**src/rtl/digit_pattern_gen.sv**
```systemverilog
// Seven-segment digit raster generator: scans a WIDTH x HEIGHT frame, one pixel per en cycle, black inside lit segments.
// Latency: one cycle from an accepted pixel to oValid; optional macro PATGEN_LOOP_EN chains frames when start is held in DONE.
module digit_pattern_gen #(
  parameter int WIDTH  = 640,
  parameter int HEIGHT = 480,
  parameter int STROKE = 4
) (
  input  logic        clk,
  input  logic        rst,
  input  logic        en,
  input  logic        start,
  input  logic [3:0]  iDigital,
  input  logic [19:0] iBox_Row,
  input  logic [19:0] iBox_Col,
  output logic [9:0]  oRow,
  output logic [9:0]  oCol,
  output logic [9:0]  oBWData,
  output logic [19:0] oEdge_Row,
  output logic [19:0] oEdge_Col,
  output logic        oValid,
  output logic        oBusy,
  output logic        oDone
);

  typedef enum logic [1:0] {S_IDLE, S_DRAW, S_DONE} state_t;

  localparam logic [9:0]  LAST_COL = 10'(WIDTH - 1);
  localparam logic [9:0]  LAST_ROW = 10'(HEIGHT - 1);
  localparam logic [11:0] SW       = 12'(STROKE);
  localparam logic [11:0] HALF     = 12'(STROKE / 2);
  localparam logic [11:0] FRAME_W  = 12'(WIDTH);
  localparam logic [11:0] FRAME_H  = 12'(HEIGHT);

  state_t      state_q;
  logic [3:0]  digit_q;
  logic [19:0] box_row_q;
  logic [19:0] box_col_q;
  logic [9:0]  row_q;
  logic [9:0]  col_q;
  logic [9:0]  row_out_q;
  logic [9:0]  col_out_q;
  logic [9:0]  bw_q;
  logic        valid_q;
  logic        busy_q;
  logic        done_q;

  logic [11:0] r, c, top, bot, lft, rgt, mid;
  logic        row_top, row_bot, row_mid, row_upper, row_lower;
  logic        col_full, col_l, col_r;
  logic [6:0]  segs;
  logic [6:0]  hit;
  logic        box_ok;
  logic        black_d;
  logic [9:0]  bw_d;

  // Geometry is evaluated at 12 bits so top+bottom and the +STROKE offsets never wrap.
  always_comb begin
    r   = {2'b00, row_q};
    c   = {2'b00, col_q};
    top = {2'b00, box_row_q[9:0]};
    bot = {2'b00, box_row_q[19:10]};
    lft = {2'b00, box_col_q[9:0]};
    rgt = {2'b00, box_col_q[19:10]};
    mid = (top + bot) >> 1;

    row_top   = (r >= top) && (r < top + SW);
    row_bot   = (r + SW > bot) && (r <= bot);
    row_mid   = (r + HALF >= mid) && (r + HALF < mid + SW);
    row_upper = (r >= top) && (r <= mid);
    row_lower = (r >= mid) && (r <= bot);
    col_full  = (c >= lft) && (c <= rgt);
    col_l     = (c >= lft) && (c < lft + SW);
    col_r     = (c + SW > rgt) && (c <= rgt);

    // Bit order {a,b,c,d,e,f,g}.
    hit = {row_top & col_full, row_upper & col_r, row_lower & col_r,
           row_bot & col_full, row_lower & col_l, row_upper & col_l,
           row_mid & col_full};

    segs = 7'b0000000;
    case (digit_q)
      4'd0:    segs = 7'b1111110;
      4'd1:    segs = 7'b0110000;
      4'd2:    segs = 7'b1101101;
      4'd3:    segs = 7'b1111001;
      4'd4:    segs = 7'b0110011;
      4'd5:    segs = 7'b1011011;
      4'd6:    segs = 7'b1011111;
      4'd7:    segs = 7'b1110000;
      4'd8:    segs = 7'b1111111;
      4'd9:    segs = 7'b1111011;
      default: segs = 7'b0000000;
    endcase

    box_ok = (digit_q <= 4'd9) && (top + (SW << 1) <= bot) && (lft + (SW << 1) <= rgt)
             && (bot < FRAME_H) && (rgt < FRAME_W);

    black_d = box_ok && ((segs & hit) != 7'b0000000);
    bw_d    = black_d ? 10'h000 : 10'h3FF;
  end

  always_ff @(posedge clk or negedge rst) begin
    if (!rst) begin
      state_q   <= S_IDLE;
      digit_q   <= 4'd0;
      box_row_q <= 20'd0;
      box_col_q <= 20'd0;
      row_q     <= 10'd0;
      col_q     <= 10'd0;
      row_out_q <= 10'd0;
      col_out_q <= 10'd0;
      bw_q      <= 10'h3FF;
      valid_q   <= 1'b0;
      busy_q    <= 1'b0;
      done_q    <= 1'b0;
    end else begin
      valid_q <= 1'b0;
      done_q  <= 1'b0;
      case (state_q)
        S_IDLE: begin
          if (start) begin
            digit_q   <= iDigital;
            box_row_q <= iBox_Row;
            box_col_q <= iBox_Col;
            row_q     <= 10'd0;
            col_q     <= 10'd0;
            busy_q    <= 1'b1;
            state_q   <= S_DRAW;
          end
        end
        S_DRAW: begin
          if (en) begin
            row_out_q <= row_q;
            col_out_q <= col_q;
            bw_q      <= bw_d;
            valid_q   <= 1'b1;
            if (col_q == LAST_COL) begin
              col_q <= 10'd0;
              if (row_q == LAST_ROW) begin
                row_q   <= 10'd0;
                done_q  <= 1'b1;
                state_q <= S_DONE;
              end else begin
                row_q <= row_q + 10'd1;
              end
            end else begin
              col_q <= col_q + 10'd1;
            end
          end
        end
        S_DONE: begin
`ifdef PATGEN_LOOP_EN
          if (start) begin
            row_q   <= 10'd0;
            col_q   <= 10'd0;
            state_q <= S_DRAW;
          end else begin
            busy_q  <= 1'b0;
            state_q <= S_IDLE;
          end
`else
          busy_q  <= 1'b0;
          state_q <= S_IDLE;
`endif
        end
        default: begin
          busy_q  <= 1'b0;
          state_q <= S_IDLE;
        end
      endcase
    end
  end

  assign oRow      = row_out_q;
  assign oCol      = col_out_q;
  assign oBWData   = bw_q;
  assign oEdge_Row = box_row_q;
  assign oEdge_Col = box_col_q;
  assign oValid    = valid_q;
  assign oBusy     = busy_q;
  assign oDone     = done_q;

endmodule

```
**config.mk**
```make
export PLATFORM = sky130hd
export DESIGN_NAME = digit_pattern_gen
export DESIGN_NICKNAME = d
export VERILOG_FILES = /design/src/rtl/digit_pattern_gen.sv
export SDC_FILE = /design/constraint.sdc
export NUM_CORES = 1
export LEC_CHECK = 0
export ABC_AREA = 1
export BUFFER_PORTS_ARGS = -buffer_cell sky130_fd_sc_hd__buf_2
export CELL_PAD_IN_SITES_DETAIL_PLACEMENT = 1
export CELL_PAD_IN_SITES_GLOBAL_PLACEMENT = 1
export CORE_MARGIN = 5
export CORE_UTILIZATION = 30
export CTS_BUF_LIST = sky130_fd_sc_hd__clkbuf_4 sky130_fd_sc_hd__clkbuf_8 sky130_fd_sc_hd__clkbuf_16
export DETAILED_ROUTE_END_ITERATION = 10
export HOLD_SLACK_MARGIN = 0.08
export PLACE_DENSITY = 0.63
export RECOVER_POWER = 25
export SYNTH_ARGS = -nofsm -noshare
export SYNTH_HDL_FRONTEND = slang
export SYNTH_SLANG_ARGS = --single-unit
export TNS_END_PERCENT = 50
```
**constraint.sdc**
```tcl
create_clock -name clk -period 3.43 [get_ports clk]
set_clock_uncertainty 0.2 [all_clocks]
set_input_delay 0.686 -clock clk [delete_from_list [all_inputs] [get_ports clk]]
set_output_delay 0.686 -clock clk [all_outputs]
set_load 0.005 [all_outputs]
```
Yosys cells after proc, flatten, opt, wreduce, memory -nomap -nowiden
Memories as Yosys holds them, arrays and structs flattened. Index checks and enable logic that the tools add are counted. Widths: inputs -> output; s select.

Output and inout bits: 73. Bits in registers: 99. Input port bits: 48. Logic and storage cells: 101. Memory bits (writable): 0. Memories: 1. Latch bits: 0. ROM bits: 112.

Equality and inequality tests: 7. Multiplexer cells: 22. Order comparisons: 17. Add/sub/neg operators: 11. Divide/modulo/power cells: 0. Bitwise gates (word level): 9. Shifts and indexed selects: 0. Reduce and logical (&&, ||, !) cells: 22. $mul: 0.

Memories: (no name shown) (depth 16, bits a word 7, rd ports 1, clocked after Yosys merged registers in 0, write ports 0, line 81) `case (digit_q)`.

Operator list (count): $mux 10 (7); $add 10x3->11 const B (5); $pmux 10 s2 (2); $ge 10x10->1 (3); $le 10x10->1 (3); $add 10x4->11 const B (2); $gt 11x10->1 (2); $le 11x10->1 (2); $lt 10x11->1 (2); $add 10x1->10 const B (2); $logic_and 1x1->1 (13); $ge 12x10->1 (1); $add 10x10->11 (1); $add 10x2->11 const B (1); $lt 11x11->1 (1); $eq 10x10->1 const B (1); $eq 10x9->1 const B (1); $lt 10x10->1 const B (1); $lt 10x9->1 const B (1); $mux 2 (4); $ne 2x2->1 const B (4); $reduce_and 4->1 (2); $and 1x1->1 (7); $and 7x7->7 (1); 11 further kinds (19).

Longest topological paths before layout
Gate-level depths: netlist (run 1).

Word-level depth: 9. Depth in mapped cells: 27. Gate-level depth less buffers: 27.

Worst setup path before layout (run 1)
OpenSTA, ideal clock, no wires.

Kind: register -> register. Start point: register box_row_q[0], in the netlist oEdge_Row[0]. End point: register bw_q[8], in the netlist oBWData[8]. Buffers on the path: 0. Path slack: -22 ps. Cell stages (with the launch flop): 26. Data arrival time: 3179 ps. Required time: 3157 ps. Library setup time: 73 ps. Cell sequence: dfrtp_1 -> ha_1 -> fa_1 -> nand3b_1 -> and2_1 -> inv_2 -> or2_1 -> nand2_1 -> inv_1 -> ha_1 -> xnor2_1 -> ha_1 -> nand2_1 -> o21ai_0 -> nand2_1 -> nand2_1 -> nand2_1 -> nand2_1 -> nand2_1 -> nand2_1 -> nand3_1 -> nand3_1 -> nand2_1 -> a21oi_1 -> nand3_1 -> a21oi_1.

Word-level cells in the longest chain between the ends: 9. Elaborated cells on any way between the ends: 29.

RTL lines: start: declaration (line 36) `logic [19:0] box_row_q;`; start signal: assignment (line 123) `box_row_q <= iBox_Row;`; $add 10x10->11 (line 64) `mid = (top + bot) >> 1;`; $add 10x3->11 (line 68) `row_mid = (r + HALF >= mid) && (r + HALF < mid + SW);`; $lt 11x11->1 (line 68); $logic_and 1x1->1 (line 68); $and 1x1->1 (line 78) `row_mid & col_full};`; $and 7x7->7 (line 98) `black_d = box_ok && ((segs & hit) != 7'b0000000);`; $reduce_bool 7->1 (line 98); $logic_and 1x1->1 (*) (line 98); $mux 10 (*) (line 99) `bw_d = black_d ? 10'h000 : 10'h3FF;`; end signal: assignment (line 135) `bw_q <= bw_d;`; end: declaration (line 42) `logic [9:0] bw_q;`.

Every way passes the cells marked *; elsewhere a longest branch is shown, timed or not. A chain may end at the register's enable or synchronous reset.

Final worst setup path (run 1)
Same ends and word-level chain as after synthesis.

==> results.cfg, run 1 <==
[global_routing]
grt_max_degree = 89
grt.overflow.total = 0
grt_pass1_wl_microns = 44500
antenna_found_initial = 0
grt_usage = 0.185
grt_pass1_vias = 8212

[synthesis]
synth_edf_count = 0
syn_nets = 1230
ys_async_sr_fraction = 1.00
ys.flop_type = dfrtp_1
yosysUniqueCellTypes = 60
netlist_area_sq_um = 8050
syn-instance-count = 1037
yosys_warnings = 0
synth-seq-area-share = 0.280
ys_ff_latch = 90
syn_area_per_cell_sq_um = 7.76

[sta]
fin_ws_ns = -0.163
fmaxAchievable_mhz = 278
rsz0062_at_grt = true
layout_min_cycle_time_ns = 3.59
slew_viol_final = 39
worstMarginPinSlew_ns = 2.13
setup_violations = 1
setup_tns_ns = -0.163
final.period_utilization = 1.05
slew_headroom = -0.421
finalHoldViolCount = 0

[status]
status = complete, but fails checks
violations = max-capacitance violations, max-slew violations, negative setup slack

[power_and_ir_drop]
peakVddDrop_v = 0.000416
p_leak_nw = 5.11
cellPowerDensity_nw_per_um2 = 1040

[drt]
drt-vias-per-instance = 4.91
drtIter0Drc = 324
drtAntennaViolNets = 0
first_pass_iters = 5
routedWlPerCell_microns = 18.0
drc_errors = 0
wirelength_microns = 27800
via_count = 7569

[floorplanning]
io_pins = 121
die_x_microns = 174
die_area_sq_um = 30200
die_height_microns = 174
core_sq_um = 26700
start_util = 0.302
rows = 60

[setup_path]
end_kind = register
worstSetupPathType = register to register
critPathMaxStageDelay_ns = 0.39
cp_slowest_cell = dfrtp_1
cpLargestDelayFamily = adder cells
timing.critical_path.cells = ha_2, fa_2, nand3b_1, and2_4, inv_2, a21oi_2, o21ai_2, a21oi_2, o21ai_2, xor2_2, buf_4, buf_4, xnor2_1, ha_1, nand2_1, nand2_1, nand2_1, nand2_1, nand3_2, nand3_2, nand2_2, a21oi_2, nand3_1, a21oi_1
cp.arrival_ns = 3.69
worst_path_most_repeated_cell = nand2_1
cp_num_buf_inv = 3
cp_max_fo = 3
worstPathRequired_ns = 3.53
startpoint_type = register

[clock_tree]
cts_sinks = 90
insertion_delay_ns = 0.37
root_buffer = clkbuf_16
cts_buffer_depth = 2
cts_buffers = 9
cts_tree = yes
htree_levels = 3
cts_hold_buf = 0
path_clk_slew_ns = 0.07

[finish]
finalNonFillerCells = 1542
fillers = 3281
nNetsFinal = 1389
synthToLayoutAreaGrowth_pct = 20.4
n_antenna_cell = 0
mostFrequentLayoutCell = nand2_1
drive_gt1_frac = 0.207
mostFrequentLayoutCells = nand2_1, ha_1, inv_1, buf_2, nor2_1

[placement]
gp_congestion = 0.854
numPlacedInstances = 1524
dpl.hpwl_microns = 22900
portBuffers = 120

[hold_path]
min-delay-path-class = register to register

[flow_run]
cap_violations = 1
state kept, by name, indices dropped and copies added (netlist names), 2 cells and up:
register / flops
col_q: 10
oCol: 10
state_q: 2
oEdge_Row: 20
row_q: 10
digit_q: 4
oRow: 10
oEdge_Col: 20
routing by layer:
metal,GRT usage,vias up,share of wire
met5,0,-,0
met4,0.0736,0,0.036
met3,0.0268,47,0.026
met2,0.335,116,0.50
met1,0.219,3610,0.43
li1,-,3796,-
synth_stat cells (3+ instances only):
cell type,count,area (sq um)
nor4_1,4,25.0
a21oi_2,3,26.3
clkbuf_1,15,56.3
inv_1,133,499
nand4_1,13,81.3
ha_1,144,1800
buf_4,9,67.6
a221oi_1,3,26.3
o21bai_1,4,30.0
inv_2,8,30.0
xnor2_1,7,61.3
xor2_1,35,307
o21a_1,4,30.0
a211oi_1,6,45.0
nand3_1,41,205
nand3_2,4,40.0
nor3_1,22,110
clkinv_1,4,15.0
o21ai_0,52,260
or2_2,5,31.3
dfrtp_1,89,2230
o221ai_1,3,26.3
nor2_1,108,405
nor2_2,5,31.3
o2111ai_1,4,35.0
nor2_4,3,33.8
nand3b_1,3,22.5
nand2_1,162,608
a21oi_1,100,500
nand2_2,6,37.5
kinds of logic (layout without fill, tap and decap cells):
family	Yosys count	count (layout)	share of synthesized area
flip-flops	90	90	0.280
XOR/XNOR	43	43	0.0477
multiplexers	2	2	0.00280
AND/OR/NAND/NOR	386	386	0.214
buffers and inverters	170	334	0.0836
AO/OA/AOI/OAI	201	201	0.146
adder cells (fa/ha/maj)	145	145	0.226
per-stage QoR:
stage | hold slack, ns | setup slack [ns] | power (mW) | area (sq um) | util
after global placement | 0.262 | -0.227 | 8.79 | 9360 | 0.351
after CTS | 0.104 | -0.125 | 10.2 | 9690 | 0.364
after floorplan | 0.190 | 0.0286 | 6.29 | 8050 | -
after detailed placement | 0.264 | -0.319 | 9.03 | 9360 | 0.351
after global routing | 0.311 | -0.431 | 11.3 | 9690 | 0.364
final | 0.280 | -0.163 | 10.1 | 9690 | 0.364
final timing paths:
path / from / cells after the start / endpoint / slack [ns]
min: oCol[1] / 2 / oCol[1] / 0.28
min in group asynchronous: rst / 1 / oCol[4] / 0.73
min reg2reg: oCol[1] / 2 / oCol[1] / 0.28
max: oEdge_Row[0] / 24 / oBWData[8] / -0.16
max reg2reg: oEdge_Row[0] / 24 / oBWData[8] / -0.16
max in group asynchronous: rst / 2 / oEdge_Row[15] / 0.48
report_power, final:
part | internal [mW] | switching (mW)
Clock | 0.510 | 0.503
Sequential | 1.43 | 0.398
Combinational | 2.93 | 4.35
Total | 4.87 | 5.25
final cells by class:
cell class / count / area [sq um] / area share
Tap cell: 341 / 427 / 0.0440
Clock inverter: 6 / 48.8 / 0.00503
Clock buffer: 10 / 233 / 0.0240
Inverter: 145 / 544 / 0.0561
Multi-Input combinational cell: 777 / 5190 / 0.536
Sequential cell: 90 / 2250 / 0.232
Timing Repair Buffer: 173 / 995 / 0.103
worst min-delay path, cell delays in order (launching register included):
cell and delay (ns):
dfrtp_1 0.34, nand2_1 0.05, nand2_1 0.06
what timing repair did:
action                                  in CTS  in global routing
buffers inserted                             1                  1
resized for setup                           11                  3
cloned                                       0                  0
endpoints found under the setup margin       1                  1
pin swaps                                    4                  1
Note: power is estimated with default switching activity, not from simulation.
==> run 2, diff against run 1 <==
ABC_AREA = unset   (was 1)
PLACE_DENSITY = 0.62   (was 0.63)
==> run 2 against run 1 <==
The flow finishes with violations (negative setup slack). Routed wire length decreased by 0.98%. Total power fell by 52%. Utilization increased by 1.1 points. Combinational power is 66% lower. Synthesized cell count is 12% lower. Largest cell class unchanged.
==> results.cfg, run 2 <==
[synthesis]
synth_common_cells = ha_1, nand2_1, dfrtp_1, o21ai_0, inv_1
synth-simple-area-share = 0.174
synth_top_family_by_area = adder cells
synthAdderAreaFrac = 0.233
ys_ff_latch = 90
netlist_area_sq_um = 7870
syn_area_per_cell_sq_um = 8.62
syn-instance-count = 913
yosys_warnings = 0
ys_async_sr_fraction = 1.00
synthTopCellsByArea = dfrtp_1, ha_1, o21ai_0
synthMuxAreaShare = 0.0157
synth_edf_count = 0
syn_nets = 1106
yosys.area.top_type_share = 0.283
yosysMostFrequentCell = ha_1
yosysUniqueCellTypes = 67
synth-seq-area-share = 0.286
ys.flop_type = dfrtp_1
yosys.area.top_type = dfrtp_1
synth_compound_area_frac = 0.160
synthXorXnorAreaFrac = 0.0757

[power_and_ir_drop]
peakVddDrop_v = 0.000246
p_leak_nw = 4.86
cellPowerDensity_nw_per_um2 = 502
power_mw = 4.88

[sta]
setup_violations = 1
slew_headroom = 0.136
hold_ws_ns = 0.279
worstMarginPinSlew_ns = 1.30
setup_tns_ns = -0.414
layout_min_cycle_time_ns = 3.84
fin_ws_ns = -0.414
finalHoldViolCount = 0
rsz0062_at_grt = true
slew_viol_final = 0
fmaxAchievable_mhz = 260
final.period_utilization = 1.12

[setup_path]
startpoint_type = register
cp_slowest_cell = dfrtp_1
timing.critical_path.cells = ha_2, fa_2, nor2b_1, o21ai_2, a21oi_2, o21ai_2, buf_4, a21oi_1, xor2_1, and3_1, nand3_2, xnor2_1, ha_1, a21oi_2, nor2b_1, o21ai_1, nand2_1, or3_1, o221ai_2, o31ai_2
cp_num_buf_inv = 1
reg2reg_slack_ns = -0.41
worstSetupPathType = register to register
r2r-start = oEdge_Row[0]
cp_max_fo = 2
critPathMaxStageDelay_ns = 0.39
end_kind = register
reg2reg_to = oBWData[8]
worst_r2r_path_depth = 20
cp.arrival_ns = 3.93
cpLargestDelayFamily = compound AO/OA/AOI/OAI gates
worstPathRequired_ns = 3.52

[drt]
drtAntennaViolNets = 0
via_count = 7401
drtIter0Drc = 286
wirelength_microns = 27500
drt-vias-per-instance = 5.16
first_pass_iters = 6
drc_errors = 0
routedWlPerCell_microns = 19.2

[floorplanning]
start_util = 0.304
die_height_microns = 172
io_pins = 121
die_x_microns = 172
die_area_sq_um = 29600
core_sq_um = 25900
rows = 59

[global_routing]
grt.overflow.total = 0
grt_usage = 0.188
grt_pass1_wl_microns = 43300
antenna_found_initial = 0
grt_max_degree = 86
grt_pass1_vias = 7921

[finish]
synthToLayoutAreaGrowth_pct = 23.5
nNetsFinal = 1286
drive_gt1_frac = 0.234
mostFrequentLayoutCell = ha_1
fillers = 3144
mostFrequentLayoutCells = ha_1, buf_2, nand2_1, dfrtp_1, buf_4
n_antenna_cell = 0
final_area_sq_um = 9720

[clock_tree]
cts_tree = yes
cts_sinks = 90
insertion_delay_ns = 0.36
cts_hold_buf = 0
htree_levels = 3
cts_buffer_depth = 2
cts_buffers = 9
path_clk_slew_ns = 0.08
root_buffer = clkbuf_16

[hold_path]
worstHoldPathCells = 2
hold-path-endpoint = oCol[1]
min-delay-path-class = register to register
min-delay-start = oCol[1]

[placement]
portBuffers = 120
dpl.hpwl_microns = 22400
gp_congestion = 0.848
placed_area_sq_um = 9390
post-place-ws_ns = -0.539

[status]
violations = negative setup slack
status = complete, but fails checks

[flow_run]
cap_violations = 0
[run 2: how the worst max path moves through the flow]
stage                   from         end  slack (ns)  cells after the start
5_1_grt        oEdge_Row[10]  oBWData[8]       -0.64                     20
2_1_floorplan  oEdge_Row[10]  oBWData[8]       -0.25                     19
3_5_place_dp   oEdge_Row[10]  oBWData[8]       -0.54                     19
4_1_cts         oEdge_Row[0]  oBWData[8]       -0.42                     20
3_3_place_gp   oEdge_Row[10]  oBWData[8]       -0.37                     19
6_report        oEdge_Row[0]  oBWData[8]       -0.41                     20
[run 2: through the flow]
stage          std cells  utilization
6_report            1433        0.375
5_1_grt             1433        0.375
4_1_cts             1433        0.375
3_5_place_dp        1414        0.363
3_3_place_gp        1414        0.363
2_1_floorplan        913            -
[run 2: area by class of cell]
class	count	area [sq um]	share of cell area
Clock buffer	9	225	0.0232
Clock inverter	7	68.8	0.00708
Inverter	71	267	0.0274
Multi-Input combinational cell	719	5270	0.542
Sequential cell	90	2250	0.232
Tap cell	335	419	0.0431
Timing Repair Buffer	202	1210	0.125
[run 2: metal layers]
layer | vias up | share of wire | track usage
li1 | 3579 | - | -
met1 | 3676 | 0.42 | 0.220
met2 | 114 | 0.53 | 0.363
met3 | 32 | 0.030 | 0.0245
met4 | 0 | 0.019 | 0.0434
met5 | - | 0 | 0
[run 2: tightest hold or removal path, cell delays in order, from the launching register on]
cell	delay, ns
dfrtp_1	0.35
nand2_1	0.05
nand2_1	0.05
[run 2: where the power goes]
part | switching (mW) | leakage (nW) | internal [mW]
clock network | 0.531 | 0.138 | 0.513
logic | 1.33 | 3.61 | 1.14
registers | 0.156 | 1.12 | 1.21
[run 2: cells by family (layout without fill, tap and decap cells)]
group,Yosys count,in the layout
compound gates,205,205
xor+xnor,68,68
fa+ha+maj,146,146
buf+inv,104,289
flops,90,90
mux,11,11
simple gates,289,289
[run 2: repair_timing]
item,CTS,global route
setup endpoints to repair,1,1
buffers inserted,3,0
pin swaps,6,3
resized for setup,6,3
